===== src/rtl/mux4_rr_arbiter_if.sv =====
`default_nettype none
// ============================================================================
// Module   : mux4_rr_arbiter_if
// Brief    : Request/data/grant bundle between four requesters and the
//            round-robin 4:1 arbiter. The master side drives requests and
//            data. The slave side (the arbiter) returns grants and mux output.
// Revision : 1.0 - initial release
// ============================================================================
interface mux4_rr_arbiter_if #(
    parameter int WIDTH = 4
);
    logic [3:0]       req;
    logic [WIDTH-1:0] in_a;
    logic [WIDTH-1:0] in_b;
    logic [WIDTH-1:0] in_c;
    logic [WIDTH-1:0] in_d;
    logic [3:0]       gnt;
    logic             sel_a;
    logic             sel_b;
    logic             sel_c;
    logic             sel_d;
    logic [WIDTH-1:0] out;
    logic             out_valid;
    logic             busy;

    modport master (
        output req, in_a, in_b, in_c, in_d,
        input  gnt, sel_a, sel_b, sel_c, sel_d, out, out_valid, busy
    );

    modport slave (
        input  req, in_a, in_b, in_c, in_d,
        output gnt, sel_a, sel_b, sel_c, sel_d, out, out_valid, busy
    );
endinterface
`default_nettype wire


===== src/rtl/mux4_rr_arbiter.sv =====
`default_nettype none
// ============================================================================
// Module   : mux4_rr_arbiter
// Brief    : Round-robin arbiter that shares a registered 4:1 data mux among
//            requesters a..d. Each grant is bounded to MAX_HOLD cycles.
//            Define MUX4_ARB_SVA_EN to compile in concurrent assertions.
// Revision : 1.0 - initial release
// ============================================================================
module mux4_rr_arbiter #(
    parameter int WIDTH    = 4,
    parameter int MAX_HOLD = 8
) (
    input  wire logic          clk,
    input  wire logic          rst,
    mux4_rr_arbiter_if.slave   bus
);
    localparam int HOLD_W = $clog2(MAX_HOLD + 1);

    localparam logic [0:0] c_IDLE  = 1'b0;
    localparam logic [0:0] c_GRANT = 1'b1;

    localparam logic [HOLD_W-1:0] c_HOLD_LAST = HOLD_W'(MAX_HOLD - 1);

    logic [0:0]        r_state;
    logic [3:0]        r_gnt;
    logic [1:0]        r_last_owner;
    logic [HOLD_W-1:0] r_hold_cnt;
    logic [WIDTH-1:0]  r_out;
    logic              r_out_valid;

    logic [1:0]        w_owner;
    logic [1:0]        w_pick_from;
    logic [1:0]        w_pick_idx;
    logic [3:0]        w_pick_gnt;
    logic              w_release;
    logic              w_any_req;
    logic [WIDTH-1:0]  w_in [4];

    // The first requester after 'owner', in circular order, wins.
    // 'owner' itself is chosen only if no other requester is active.
    function automatic logic [1:0] f_rr_pick(input logic [1:0] owner,
                                             input logic [3:0] req_v);
        logic [1:0] v_idx;
        f_rr_pick = owner;
        for (int i = 3; i >= 1; i--) begin
            v_idx = owner + 2'(i);
            if (req_v[v_idx]) f_rr_pick = v_idx;
        end
    endfunction

    assign w_in[0] = bus.in_a;
    assign w_in[1] = bus.in_b;
    assign w_in[2] = bus.in_c;
    assign w_in[3] = bus.in_d;

    // Encode the current one-hot grant to an owner index.
    always_comb begin
        w_owner = 2'd0;
        for (int k = 0; k < 4; k++) begin
            if (r_gnt[k]) w_owner = 2'(k);
        end
    end

    assign w_any_req   = |bus.req;
    assign w_release   = !bus.req[w_owner] || (r_hold_cnt == c_HOLD_LAST);
    assign w_pick_from = (r_state == c_IDLE) ? r_last_owner : w_owner;
    assign w_pick_idx  = f_rr_pick(w_pick_from, bus.req);
    assign w_pick_gnt  = 4'b0001 << w_pick_idx;

    // Arbitration FSM: grant, hold counting, and return to idle.
    always_ff @(posedge clk) begin
        if (rst) begin
            r_state      <= c_IDLE;
            r_gnt        <= 4'b0000;
            r_last_owner <= 2'd3;
            r_hold_cnt   <= '0;
        end else begin
            case (r_state)
                c_IDLE: begin
                    if (w_any_req) begin
                        r_gnt      <= w_pick_gnt;
                        r_state    <= c_GRANT;
                        r_hold_cnt <= '0;
                    end
                end
                default: begin
                    if (!w_release) begin
                        r_hold_cnt <= r_hold_cnt + HOLD_W'(1);
                    end else if (w_any_req) begin
                        // Hand over directly to the next requester. A forced
                        // release with only the owner requesting re-grants it.
                        r_gnt      <= w_pick_gnt;
                        r_hold_cnt <= '0;
                    end else begin
                        r_gnt        <= 4'b0000;
                        r_last_owner <= w_owner;
                        r_hold_cnt   <= '0;
                        r_state      <= c_IDLE;
                    end
                end
            endcase
        end
    end

    // Registered datapath: capture the granted input one cycle late.
    always_ff @(posedge clk) begin
        if (rst) begin
            r_out       <= '0;
            r_out_valid <= 1'b0;
        end else if (|r_gnt) begin
            r_out       <= w_in[w_owner];
            r_out_valid <= bus.req[w_owner];
        end else begin
            r_out_valid <= 1'b0;
        end
    end

    assign bus.gnt       = r_gnt;
    assign bus.sel_a     = r_gnt[0];
    assign bus.sel_b     = r_gnt[1];
    assign bus.sel_c     = r_gnt[2];
    assign bus.sel_d     = r_gnt[3];
    assign bus.out       = r_out;
    assign bus.out_valid = r_out_valid;
    assign bus.busy      = (r_state == c_GRANT);

`ifdef MUX4_ARB_SVA_EN
    // Sample on the falling edge so the checks never race the posedge updates.
    

    
    
    
    

    for (genvar k = 0; k < 4; k++) begin : g_sva_lane
        
    end
`endif
endmodule
`default_nettype wire


===== src/flat_wrapper.sv =====
// flat-port wrapper written by rule: the top's interface ports become plain ports
module mux4_rr_arbiter_flat 
#(
    parameter int WIDTH    = 4,
    parameter int MAX_HOLD = 8
)
  (clk, rst, bus_req, bus_in_a, bus_in_b, bus_in_c, bus_in_d, bus_gnt, bus_sel_a, bus_sel_b, bus_sel_c, bus_sel_d, bus_out, bus_out_valid, bus_busy);
  mux4_rr_arbiter_if #(.WIDTH(WIDTH)) bus_i ();
  input  wire logic clk;
  input  wire logic rst;
  input wire logic [$bits(bus_i.req)-1:0] bus_req;
  input wire logic [$bits(bus_i.in_a)-1:0] bus_in_a;
  input wire logic [$bits(bus_i.in_b)-1:0] bus_in_b;
  input wire logic [$bits(bus_i.in_c)-1:0] bus_in_c;
  input wire logic [$bits(bus_i.in_d)-1:0] bus_in_d;
  output wire logic [$bits(bus_i.gnt)-1:0] bus_gnt;
  output wire logic [$bits(bus_i.sel_a)-1:0] bus_sel_a;
  output wire logic [$bits(bus_i.sel_b)-1:0] bus_sel_b;
  output wire logic [$bits(bus_i.sel_c)-1:0] bus_sel_c;
  output wire logic [$bits(bus_i.sel_d)-1:0] bus_sel_d;
  output wire logic [$bits(bus_i.out)-1:0] bus_out;
  output wire logic [$bits(bus_i.out_valid)-1:0] bus_out_valid;
  output wire logic [$bits(bus_i.busy)-1:0] bus_busy;
  assign bus_i.req = bus_req;
  assign bus_i.in_a = bus_in_a;
  assign bus_i.in_b = bus_in_b;
  assign bus_i.in_c = bus_in_c;
  assign bus_i.in_d = bus_in_d;
  assign bus_gnt = bus_i.gnt;
  assign bus_sel_a = bus_i.sel_a;
  assign bus_sel_b = bus_i.sel_b;
  assign bus_sel_c = bus_i.sel_c;
  assign bus_sel_d = bus_i.sel_d;
  assign bus_out = bus_i.out;
  assign bus_out_valid = bus_i.out_valid;
  assign bus_busy = bus_i.busy;
  mux4_rr_arbiter #(.WIDTH(WIDTH), .MAX_HOLD(MAX_HOLD)) u_core (.clk(clk), .rst(rst), .bus(bus_i));
endmodule

===== config.mk =====
export PLATFORM = sky130hd
export DESIGN_NAME = mux4_rr_arbiter_flat
export DESIGN_NICKNAME = d
export VERILOG_FILES = /design/src/rtl/mux4_rr_arbiter_if.sv /design/src/rtl/mux4_rr_arbiter.sv /design/src/flat_wrapper.sv
export SDC_FILE = /design/constraint.sdc
export NUM_CORES = 1
export LEC_CHECK = 0
export ABC_AREA = 1
export CAP_MARGIN = 10
export CORE_UTILIZATION = 46
export DETAILED_ROUTE_END_ITERATION = 7
export PLACE_DENSITY = 0.76
export SLEW_MARGIN = 25
export SYNTH_ARGS = -nofsm -noshare
export SYNTH_HDL_FRONTEND = slang
export SYNTH_SLANG_ARGS = --single-unit

===== constraint.sdc =====
create_clock -name clk -period 2.05 [get_ports clk]
set_input_delay 0.205 -clock clk [delete_from_list [all_inputs] [get_ports clk]]
set_output_delay 0.205 -clock clk [all_outputs]
set_load 0.02 [all_outputs]

==> results of run 1 <==
-- through the flow --
stage	total power [mW]	worst slack, ns	utilization, %	area, um^2
global placement	1.61	0.283	64.3	1580
finish	1.84	0.183	65.8	1620
floorplan	1.27	0.361	-	1180
detailed placement	1.64	0.182	64.3	1580
global route	2.01	0.0262	65.8	1620
CTS	1.84	0.187	65.8	1620
-- layout by cell type (no fill, tap or decap), types with 4 or more instances in the layout --
cell type,n
a21oi_2,5
o22ai_1,4
clkdlybuf4s50_1,35
a21oi_1,6
nor2_1,22
inv_1,10
o21ai_0,16
nand2_4,7
buf_4,8
nand3_1,17
dfxtp_1,16
nand2_1,35
nand2_2,14
-- kinds of logic (layout without fill, tap and decap cells) --
logic type      count (synthesis)  in the layout  synth area share [%]
buf+inv                        20             60                  8.68
fa+ha+maj                       1              1                  1.06
simple gates                  102            102                  44.3
flops                          16             16                  27.1
xor+xnor                        2              2                  1.48
compound gates                 35             35                  17.4
-- worst min-delay path, stage by stage, from the launching register on --
cell and delay [ns]:
dfxtp_1 0.32, nand2_1 0.07, a21oi_1 0.06
-- worst paths after layout --
| kind | start | to | slack (ns) |
|---|---|---|---|
| min | u_core.r_hold_cnt[3] | u_core.r_hold_cnt[3] | 0.48 |
| max | u_core.bus.gnt[2] | u_core.bus.gnt[1] | 0.18 |
| min reg2reg | u_core.r_hold_cnt[3] | u_core.r_hold_cnt[3] | 0.48 |
| max reg2reg | u_core.bus.gnt[2] | u_core.bus.gnt[1] | 0.18 |
-- flip-flops by register name, indices dropped and copies added (netlist names) --
| signal | flops |
|---|---|
| u_core.bus.busy | 1 |
| u_core.bus.gnt | 4 |
| u_core.bus.out | 4 |
| u_core.bus.out_valid | 1 |
| u_core.r_hold_cnt | 4 |
| u_core.r_last_owner | 2 |
-- area by class of cell --
cell class / count / area share (%)
multi-input combinational: 140 / 47.0
timing repair buffer: 43 / 25.4
sequential: 16 / 19.8
inverter: 13 / 3.18
tap: 30 / 2.32
clock buffer: 4 / 2.25
-- layer usage --
layer,vias to the layer above,GRT usage (%),part of all wire [%]
met3,2,2.61,1.8
met5,-,0,0
met4,0,6.58,0.60
met2,18,45.6,51
li1,661,-,-
met1,591,30.9,46
-- where the power goes --
part           switching (mW)  internal, mW  leakage (nW)
Clock                  0.0932         0.108        0.0210
Sequential             0.0590         0.379         0.131
Combinational           0.722         0.481         0.548
Total                   0.874         0.967         0.700
==> flow_summary_export.csv, run 1 <==
group,metric,value,unit
outcome,status,"finished with violations",
outcome,failed_checks,"DRC",
layout,area_delta_synth_final,36.6,%
drt,dr_total_vias,1272,
sta,rsz0062_at_grt,"false",
setup_path,worst-path-buf-inv,2,
logic_synthesis,synth-seq-cells,16,
global_routing,grt_pass1_wl,5.24,mm
logic_synthesis,post-synth-top-count-cell,"nand2_1",
sta,relSlewSlack,70.7,%
setup_path,crit_path_max_fanout,6,
setup_path,critPathKind,"register to register",
global_routing,gr-total-overflow,0,
sta,tns,0,ns
drt,drtIter0Drc,42,
floorplan,die-area,2780,um^2
clock_tree,cts_sinks,16,
clock_tree,cts_hold_buf,0,
drt,drt_wl_total,2.99,mm
drt,drc_errors,2,
clock_tree,htreeDepth,1,
setup_path,slowest_stage,"dfxtp_1",
clock_tree,clock_latency,0.28,ns
logic_synthesis,synthCells,176,
clock_tree,clockBufferDepth,2,
logic_synthesis,synth_area,1180,um^2
layout,n_antenna_cell,0,
logic_synthesis,synth_fp_nets,199,
global_routing,grt_pass1_vias,1216,
power,leakage,0.700,nW
sta,fmax,536,MHz
global_routing,antenna_found_initial,0,
setup_path,start_kind,"register",
logic_synthesis,synth-main-ff-cell,"dfxtp_1",
sta,finalSetupViolCount,0,
layout,seq_area,320,um^2
placement,portBuffers,35,
floorplan,die_h,52.7,um
placement,dpl.cell_count,242,
worst_hold_path,hold_depth,2,
sta,period_share,91.1,%
floorplan,fp.dieW,52.7,um
power,irDropWorstVdd,0.000594,V
setup_path,worst_path_most_repeated_cell,"nand2_1",
setup_path,crit_cells,10,
logic_synthesis,async_flop_share,0,%
floorplan,io_pins,36,
logic_synthesis,synth_edf_count,0,
sta,worst_slew_pin_slew,0.435,ns
sta,hold_viol_final,0,
clock_tree,postCtsSetupRepairBufs,0,
setup_path,critical_path.cell_chain,"inv_2 -> nand2_2 -> nand2_1 -> inv_1 -> nor2_1 -> o21ai_1 -> nand3_1 -> nand2_1 -> nand2_1 -> a21oi_2",
logic_synthesis,netlist_top_cells_count,"nand2_1 (35), nor2_1 (22), nand3_1 (17)",
floorplan,std_cell_rows,18,
sta,report.final.slew_viol_count,0,
placement,routabilityCongestion,0.803,
global_routing,grt_usage,25.1,%
sta,whs,0.481,ns
floorplan,start_util,48.2,%
layout,fin_nets,240,
placement,place_hpwl,2.46,mm
setup_path,cp-end-kind,"register",
logic_synthesis,synth_area_leaders,"dfxtp_1 (27%), nand2_1 (11%), nand2_2 (7.4%)",
clock_tree,cts.repair.resized,0,
flow_run,cap_viol_max_count,0,
logic_synthesis,yosysTopAreaCellShare,27.1,%
clock_tree,cts_buffers,3,
layout,multi_input_area,759,um^2
drt,routedWlPerCell,12.2,um
setup_path,cp_data_required_time,2.26,ns
drt,viasPerCell,5.17,
sta,finClkSkew,0.00534,ns
logic_synthesis,seq_area_frac_synth,27.1,%
sta,final.min_clock_period,1.87,ns
layout,layout-drive-gt1-share,20.8,%
worst_hold_path,hold_path_class,"register to register",
drt,postRouteAntennaNets,0,
clock_tree,cts_root_buf,"clkbuf_4",
setup_path,worstPathArrival,2.07,ns
logic_synthesis,yosysTopAreaCell,"dfxtp_1",
layout,final_cell_count_no_fill,246,
clock_tree,clk_pin_slew,0.09,ns
floorplan,core,2450,um^2
setup_path,crit_family,"simple AND/OR/NAND/NOR gates",
global_routing,grt_max_degree,10,
logic_synthesis,yosysUniqueCellTypes,28,
layout,fillers,211,
clock_tree,cts_tree,"done",
setup_path,critPathMaxStageDelay,0.42,ns
power,p_per_area,1140,nW/um^2
logic_synthesis,syn_area_per_cell,6.72,um^2
setup_path,r2r_cells,10,
logic_synthesis,ys_warn_count,0,
drt,first_pass_iters,6,
Note: power is estimated with default switching activity, not from simulation.
==> inputs of run 2 (changes only) <==
--- a/config.mk
+++ b/config.mk
@@ -5,9 +5,9 @@
 export SDC_FILE = /design/constraint.sdc
 export NUM_CORES = 1
 export LEC_CHECK = 0
-export ABC_AREA = 1
 export CAP_MARGIN = 10
-export CORE_UTILIZATION = 46
+export CORE_MARGIN = 2
+export CORE_UTILIZATION = 43
 export DETAILED_ROUTE_END_ITERATION = 7
 export PLACE_DENSITY = 0.76
 export SLEW_MARGIN = 25
==> run 2 against run 1 <==
Final area is 14% lower; critical path depth is 5 lower; the run now ends clean; largest cell class unchanged; register-to-register slack better by 0.02 ns; sequential power is 13% lower; largest power group unchanged; sequential share of layout area is 3.1 points higher; core utilization is 3.3 points higher; non-clock buffer count is 4 higher.
==> flow_summary_export.csv, run 2 <==
group,metric,value,unit
floorplan,std_cell_rows,16,
logic_synthesis,synthAdderAreaFrac,1.32,%
worst_hold_path,min_from,"u_core.r_last_owner[1]",
placement,routabilityCongestion,0.877,
worst_hold_path,hold_path_class,"register to register",
clock_tree,cts_hold_buf,0,
sta,rsz0062_at_grt,"false",
sta,worst_slew_pin_slew,0.554,ns
logic_synthesis,seq_area_frac_synth,33.9,%
drt,dr_total_vias,1040,
layout,area_delta_synth_final,47.8,%
sta,whs,0.497,ns
layout,layout-drive-gt1-share,16.4,%
power,p_comb_share,43.5,%
setup_path,worstReg2RegEnd,"u_core.bus.gnt[0]",
global_routing,grt_pass1_vias,1008,
worst_hold_path,min_to,"u_core.r_last_owner[1]",
power,p_seq_share,36.7,%
logic_synthesis,post-synth-top-count-cell,"dfxtp_1",
sta,final.min_clock_period,1.84,ns
sta,relSlewSlack,62.7,%
drt,postRouteAntennaNets,0,
setup_path,r2r_start,"u_core.bus.busy",
clock_tree,cts_tree,"done",
floorplan,io_pins,36,
drt,wl_met3,195,um
clock_tree,htreeDepth,1,
placement,portBuffers,35,
clock_tree,cts_sinks,16,
outcome,status,"finished, final reports clean",
logic_synthesis,synth-main-ff-cell,"dfxtp_1",
sta,hold_viol_final,0,
drt,met1_length,1.14,mm
power,irDropWorstVdd,0.000367,V
global_routing,grt_max_degree,12,
clock_tree,clockBufferDepth,2,
drt,wl_met2,1.31,mm
setup_path,critPathKind,"register to register",
drt,first_pass_iters,4,
logic_synthesis,synth_compound_area_share,35.0,%
power,leakage,0.536,nW
setup_path,cp_data_required_time,2.23,ns
power,switchingPower,0.346,mW
sta,report.final.slew_viol_count,0,
logic_synthesis,synthCells,109,
logic_synthesis,async_flop_share,0,%
floorplan,fp.dieW,50.9,um
drt,viasPerCell,5.81,
power,clkPwrFrac,19.7,%
floorplan,die_h,50.9,um
clock_tree,cts_buffers,3,
floorplan,die-area,2590,um^2
clock_tree,clk_pin_slew,0.09,ns
logic_synthesis,synth_top_family_by_area,"compound AO/OA/AOI/OAI gates",
sta,fmax,542,MHz
clock_tree,cts.repair.resized,0,
logic_synthesis,synth_area,945,um^2
setup_path,crit_path_max_fanout,11,
layout,final_cell_count_no_fill,179,
layout,final_cell_mix,"clkdlybuf4s50_1 (35), dfxtp_1 (16), buf_4 (12)",
global_routing,gr-total-overflow,0,
logic_synthesis,synth_area_leaders,"dfxtp_1 (34%), a21oi_1 (4.2%), a222oi_1 (4.2%)",
logic_synthesis,synthSimpleGateAreaFrac,18.3,%
logic_synthesis,synthXorXnorAreaFrac,0.927,%
drt,routedWlPerCell,15.0,um
sta,finClkSkew,0.00377,ns
drt,drt_wl_total,2.68,mm
floorplan,start_util,46.7,%
logic_synthesis,yosysTopAreaCellShare,33.9,%
layout,fin_nets,176,
logic_synthesis,synth_edf_count,0,
power,p_per_area,742,nW/um^2
clock_tree,postCtsSetupRepairBufs,0,
logic_synthesis,yosysUniqueCellTypes,37,
sta,period_share,89.9,%
floorplan,core,2020,um^2
global_routing,antenna_found_initial,0,
logic_synthesis,synth.area.mux_share,3.18,%
clock_tree,cts_root_buf,"clkbuf_4",
global_routing,grt_pass1_wl,4.40,mm
worst_hold_path,hold_depth,2,
power,swShare,33.4,%
logic_synthesis,synth-seq-cells,16,
logic_synthesis,syn_area_per_cell,8.67,um^2
placement,place_hpwl,2.06,mm
drt,drtIter0Drc,34,
setup_path,rrSetupSlack,0.21,ns
placement,dpl.cell_count,175,
layout,n_antenna_cell,0,
power,p_int,0.689,mW
sta,finalSetupViolCount,0,
setup_path,r2r_cells,5,
logic_synthesis,ys_warn_count,0,
drt,top_layer,"met4",
setup_path,start_kind,"register",
drt,drc_errors,0,
logic_synthesis,synth_fp_nets,132,
logic_synthesis,netlist_top_cells_count,"dfxtp_1 (16), a21oi_1 (8), nand2_1 (8)",
flow_run,cap_viol_max_count,0,
setup_path,cp-end-kind,"register",
clock_tree,clock_latency,0.28,ns
setup_path,worstPathArrival,2.03,ns
layout,mostFrequentLayoutCell,"clkdlybuf4s50_1",
logic_synthesis,yosysTopAreaCell,"dfxtp_1",
global_routing,grt_usage,22.1,%
==> run 2: changes by cell type in the layout (fill, tap and decap cells not counted), moves of 4 or more <==
| cell | change |
|---|---|
| nand2_2 | -14 |
| nor2_1 | -16 |
| o21ai_0 | -11 |
| a222oi_1 | +4 |
| nand2_4 | -7 |
| a22o_2 | +4 |
| nand3_1 | -15 |
| buf_4 | +4 |
| inv_1 | -7 |
| nand2_1 | -27 |
==> run 2: area by class of cell <==
| type | count | area [um^2] |
|---|---|---|
| timing repair buffer | 47 | 440 |
| multi-input combinational | 82 | 554 |
| fill | 183 | 626 |
| inverter | 3 | 11.3 |
| clock buffer | 4 | 36.3 |
| sequential | 16 | 320 |
| tap | 27 | 33.8 |
==> run 2: kinds of logic (layout without fill, tap and decap cells) <==
| kind of cell | count (synthesis) | count (layout) |
|---|---|---|
| compound gates | 44 | 44 |
| xor+xnor | 1 | 1 |
| fa+ha+maj | 1 | 1 |
| buf+inv | 11 | 54 |
| flops | 16 | 16 |
| mux | 3 | 3 |
| simple gates | 33 | 33 |
==> run 2: power groups by stage <==
stage	sequential, mW	clock, mW	combinational [mW]
6_report	0.380	0.204	0.451
5_1_grt	0.386	0.220	0.482
4_1_cts	0.381	0.206	0.451
3_5_place_dp	0.388	0	0.448
3_3_place_gp	0.386	0	0.441
2_1_floorplan	0.412	0	0.230
==> run 2: worst max path at each step <==
stage,slack (ns),start,to,depth (start not counted)
floorplan,0.28,u_core.bus.gnt[3],u_core.bus.gnt[2],6
global placement,0.1,bus_req[1],u_core.r_hold_cnt[3],5
detailed placement,-0.006,bus_req[1],u_core.r_hold_cnt[3],5
CTS,0.21,u_core.bus.busy,u_core.bus.gnt[0],5
global route,0.04,u_core.bus.busy,u_core.bus.gnt[0],5
finish,0.21,u_core.bus.busy,u_core.bus.gnt[0],5
==> run 2: layer usage <==
| layer | global-route usage [%] | vias to the layer above |
|---|---|---|
| li1 | - | 508 |
| met1 | 25.9 | 473 |
| met2 | 40.6 | 53 |
| met3 | 3.22 | 6 |
| met4 | 8.11 | 0 |
| met5 | 0 | - |
==> run 2: metrics by stage <==
step	setup TNS [ns]	area, um^2	util [%]	total power [mW]	setup slack [ns]
after floorplan	0	945	-	0.642	0.282
after global placement	0	1360	67.3	0.827	0.0961
final	0	1400	69.1	1.04	0.207
after detailed placement	-0.00598	1360	67.3	0.836	-0.00598
after global routing	0	1400	69.1	1.09	0.0438
after CTS	0	1400	69.1	1.04	0.211
==> run 2: worst max-delay path, cell delays in order (launching register included) <==
cell and delay [ns]:
dfxtp_1 0.58, nor2_1 0.12, a21oi_2 0.22, mux2i_1 0.14
a221o_1 0.39, o31ai_1 0.30
